**config.mk**
```make
export PLATFORM = sky130hd
export DESIGN_NAME = usb_rx_rcu
export DESIGN_NICKNAME = d
export VERILOG_FILES = /design/src/rtl/usb_rx_pkg.sv /design/src/rtl/usb_rx_rcu.sv
export SDC_FILE = /design/constraint.sdc
export NUM_CORES = 1
export LEC_CHECK = 0
export ABC_AREA = 1
export BUFFER_PORTS_ARGS = -buffer_cell sky130_fd_sc_hd__buf_2
export CORE_AREA = 2 2 39 41
export CTS_BUF_LIST = sky130_fd_sc_hd__clkbuf_8
export DETAILED_ROUTE_END_ITERATION = 16
export DIE_AREA = 0 0 41 43
export HOLD_SLACK_MARGIN = 0.03
export PLACE_DENSITY = 0.62
export SKIP_CTS_REPAIR_TIMING = 1
export SYNTH_ARGS = -nofsm -noshare
export SYNTH_HDL_FRONTEND = slang
export SYNTH_SLANG_ARGS = --single-unit
```
**constraint.sdc**
```tcl
create_clock -name clk -period 1.5 [get_ports clk]
set_input_delay 0.225 -clock clk [delete_from_list [all_inputs] [get_ports clk]]
set_output_delay 0.225 -clock clk [all_outputs]
set_load 0.05 [all_outputs]
```
**src/rtl/usb_rx_pkg.sv**
```systemverilog
// Shared types and constants for the USB full-speed receive path.
package usb_rx_pkg;

  typedef enum logic [2:0] {
    IDLE,
    SYNC,
    RCV,
    STORE,
    EOPWAIT,
    BADSYNC,
    EIDLE
  } rcu_state_t;

  localparam logic [7:0] USB_SYNC_BYTE = 8'h80;

endpackage

```
**src/rtl/usb_rx_rcu.sv**
```systemverilog
// USB full-speed receiver control unit: sequences sync, payload stores and EOP.
// Optional RCU_OVERFLOW_ERR_EN: a byte arriving while the FIFO is full aborts the packet.
module usb_rx_rcu
  import usb_rx_pkg::*;
#(
  parameter logic [7:0] SYNC_BYTE = USB_SYNC_BYTE
) (
  input  logic       clk,
  input  logic       n_rst,
  input  logic       d_edge,
  input  logic       eop,
  input  logic       shift_enable,
  input  logic       byte_received,
  input  logic [7:0] rcv_data,
  input  logic       full,
  output logic       rcving,
  output logic       w_enable,
  output logic       r_error
);

  rcu_state_t state_q, state_d;
  logic       bits_pend_q, bits_pend_d;
  logic       rcving_q, rcving_d;
  logic       w_enable_q, w_enable_d;
  logic       r_error_q, r_error_d;
  logic       eop_bit;

  assign eop_bit = eop && shift_enable;

  always_comb begin
    state_d     = state_q;
    bits_pend_d = bits_pend_q;

    if (byte_received) begin
      bits_pend_d = 1'b0;
    end else if (shift_enable) begin
      bits_pend_d = 1'b1;
    end

    case (state_q)
      IDLE: begin
        if (d_edge) state_d = SYNC;
      end
      SYNC: begin
        if (byte_received) begin
          state_d = (rcv_data == SYNC_BYTE) ? RCV : BADSYNC;
        end else if (eop_bit) begin
          state_d = EIDLE;
        end
      end
      RCV: begin
        if (byte_received) begin
`ifdef RCU_OVERFLOW_ERR_EN
          // Skipping STORE on overflow keeps w_enable a pure decode of the next state.
          state_d = full ? BADSYNC : STORE;
`else
          state_d = STORE;
`endif
        end else if (eop_bit) begin
          state_d = bits_pend_q ? EIDLE : EOPWAIT;
        end
      end
      STORE: begin
        state_d = RCV;
      end
      EOPWAIT: begin
        if (d_edge) state_d = IDLE;
      end
      BADSYNC: begin
        if (eop_bit) state_d = EIDLE;
      end
      EIDLE: begin
        if (d_edge) state_d = SYNC;
      end
      default: begin
        state_d = IDLE;
      end
    endcase

    rcving_d   = state_d inside {SYNC, RCV, STORE, EOPWAIT, BADSYNC};
    w_enable_d = (state_d == STORE);
    r_error_d  = (state_d == EIDLE);
  end

`ifndef RCU_OVERFLOW_ERR_EN
  // Overflow is handled by the FIFO's own drop policy in this build.
  logic unused_full;
  assign unused_full = full;
`endif

  always_ff @(posedge clk) begin
    if (n_rst) begin
      state_q     <= IDLE;
      bits_pend_q <= 1'b0;
      rcving_q    <= 1'b0;
      w_enable_q  <= 1'b0;
      r_error_q   <= 1'b0;
    end else begin
      state_q     <= state_d;
      bits_pend_q <= bits_pend_d;
      rcving_q    <= rcving_d;
      w_enable_q  <= w_enable_d;
      r_error_q   <= r_error_d;
    end
  end

  assign rcving   = rcving_q;
  assign w_enable = w_enable_q;
  assign r_error  = r_error_q;

endmodule

```
==> flow_summary.json <==
{
  "grt_antenna_before_repair": 0,
  "hp-class": "in -> reg",
  "ff_latch_area_um2": 140,
  "comb_power_share_pct": 28.8,
  "setup-tns-final_ns": 0,
  "path_clk_slew_ns": 0.04,
  "irDropWorstVdd_v": 0.000733,
  "die_w_um": 41,
  "fin_cells": 110,
  "rsz0062_at_grt": "false",
  "finalMaxSlewViolations": 0,
  "fin_ws_ns": 0.232,
  "timing.fmax_mhz": 789,
  "drv_cap": 0,
  "ys_ff_latch": 7,
  "netlist_instances": 74,
  "cts.htree.levels": 1,
  "cellPowerDensity_nw_per_um2": 1140,
  "final_common_cell": "nand2_1",
  "cts_buffer_depth": 2,
  "worst-endpoint-arrival_ns": 1.38,
  "place_area_um2": 546,
  "setup_viol": 0,
  "grt_util_all_layers_pct": 13.1,
  "fin_area_um2": 591,
  "hold_violations": 0,
  "io_pins": 18,
  "wirelength_um": 884,
  "layout_common_cells": "nand2_1, buf_2, inv_1, nor2_1, dfxtp_1",
  "post-route-drc-count": 0,
  "avgSynthCellArea_um2": 6.02,
  "switchingPower_uw": 220,
  "maxSlewHeadroom_pct": 81.3,
  "synth_nets": 89,
  "hpwl_um": 735,
  "clkPwrFrac_pct": 37.2,
  "num_rows": 14,
  "timing.rr.end": "rcving$_SDFF_PP0_",
  "fin_nets": 110,
  "worstHoldStart": "n_rst",
  "r2r_setup_slack_ns": 0.23,
  "clock-root-buffer": "clkbuf_8",
  "fin_skew_ns": 0.00171,
  "p_leak_nw": 0.349,
  "synth_area_um2": 445,
  "detail_route.wl_per_cell_um": 8.04,
  "diodes": 0,
  "avgViaCountPerCell": 4.59,
  "gp_congestion": 0.878,
  "place_ws_ns": 0.222,
  "ant_nets": 0,
  "insertion_delay_ns": 0.22,
  "required_ns": 1.61,
  "cts.sinks": 7,
  "grt_pass1_wl_mm": 1.46,
  "nFillCells": 152,
  "outcome": "completed",
  "grt_max_degree": 7,
  "final.min_clock_period_ns": 1.27,
  "fp.dieH_um": 43,
  "endpoint_kind": "flop",
  "layout-drive-gt1-share_pct": 28.7,
  "start_util_pct": 32.2,
  "firstDrtPassIters": 2,
  "reg2regPathDepth": 6,
  "yosysSeqAreaShare_pct": 31.5,
  "ys_types": 15,
  "drt_iter0_markers": 6,
  "overflow": 0,
  "multiInputGateArea_um2": 241,
  "seqPwrFrac_pct": 34.0,
  "cts_buffers": 3,
  "startpoint_type": "flop",
  "grt_pass1_vias": 428,
  "area_growth_pct": 32.6,
  "regToRegStartpoint": "state_q[1]$_SDFF_PP0_",
  "cp_max_fo": 5,
  "tightest_slew_ns": 0.278,
  "min_to": "rcving$_SDFF_PP0_",
  "period_share_pct": 84.5,
  "whs_path_depth": 2,
  "dp.cells": 106,
  "num_vias": 505,
  "ys.warnings.count": 0,
  "p_sw_share_pct": 32.8,
  "path_class": "reg -> reg",
  "port_buffers": 16,
  "core-area_um2": 1380,
  "design.die.area_um2": 1760,
  "p_int_uw": 450,
  "cts_tree": "yes"
}
## critical path, stage by stage, from the launching register on
cell     delay, ns
dfxtp_1       0.31
inv_1         0.13
nand2_1       0.10
o21ai_0       0.26
nand3_2       0.14
o21ai_1       0.14
a21oi_1       0.07
## sequential cells by signal, indices dropped and copies added, names as in the netlist
signal and count:
rcving 1, r_error 1, bits_pend_q 1, w_enable 1, state_q 3
## cells by family (layout without fill, tap and decap cells)
family | count (synthesis) | in the layout | share of synthesized area (%)
flip-flops | 7 | 7 | 31.5
buffers and inverters | 17 | 37 | 14.3
AND/OR/NAND/NOR | 40 | 40 | 42.4
AO/OA/AOI/OAI | 10 | 10 | 11.8
## cell usage after synthesis (all sizes together)
master  instances  share of area [%]
inv            17                 14
nor3            5                9.0
nand4           1                1.4
o21ai           4                4.5
a21oi           5                5.6
nand3           6                7.9
nor2            9                7.6
o31ai           1                1.7
dfxtp           7                 31
nand2          19                 17
## layout make-up
cell class,instances,share of cell area (%)
repair buffers,16,13.6
flip-flops and latches,7,23.7
inverters,17,10.8
well taps,16,3.39
clock inverters,1,0.636
clock buffers,3,6.99
multi-input cells,50,40.9
## layer usage
metal  track usage [%]  wire [um]  vias to the layer above  part of all wire (%)
met5                 0          0                        -                     0
met4              14.0         44                        0                   5.0
met3              4.71         62                        4                   7.0
met2              18.1        393                       16                    44
met1              13.8        385                      213                    44
li1                  -          -                      272                     -
## through the flow
stage          util [%]  hold slack, ns  power [mW]
2_1_floorplan         -           0.294       0.374
3_5_place_dp       39.4           0.463       0.425
5_1_grt            42.7           0.223       0.724
3_3_place_gp       39.4           0.457       0.422
6_report           42.7           0.227       0.670
4_1_cts            42.7           0.230       0.681
## worst max-delay path by stage
| stage | start | to | slack [ns] | cells past startpoint |
|---|---|---|---|---|
| 6_report | state_q[1]$_SDFF_PP0_ | rcving$_SDFF_PP0_ | 0.23 | 6 |
| 3_3_place_gp | state_q[1]$_SDFF_PP0_ | rcving$_SDFF_PP0_ | 0.25 | 6 |
| 2_1_floorplan | state_q[1]$_SDFF_PP0_ | rcving$_SDFF_PP0_ | 0.40 | 6 |
| 5_1_grt | state_q[1]$_SDFF_PP0_ | rcving$_SDFF_PP0_ | 0.09 | 6 |
| 4_1_cts | state_q[1]$_SDFF_PP0_ | rcving$_SDFF_PP0_ | 0.22 | 6 |
| 3_5_place_dp | state_q[1]$_SDFF_PP0_ | rcving$_SDFF_PP0_ | 0.22 | 6 |
## power by group through the flow
stage	logic, mW	clock network [mW]	registers (mW)
floorplan	0.113	0	0.260
global placement	0.192	0	0.231
detailed placement	0.195	0	0.231
CTS	0.195	0.258	0.228
global route	0.220	0.275	0.230
finish	0.193	0.249	0.228
(Power assumes the default switching activity.)
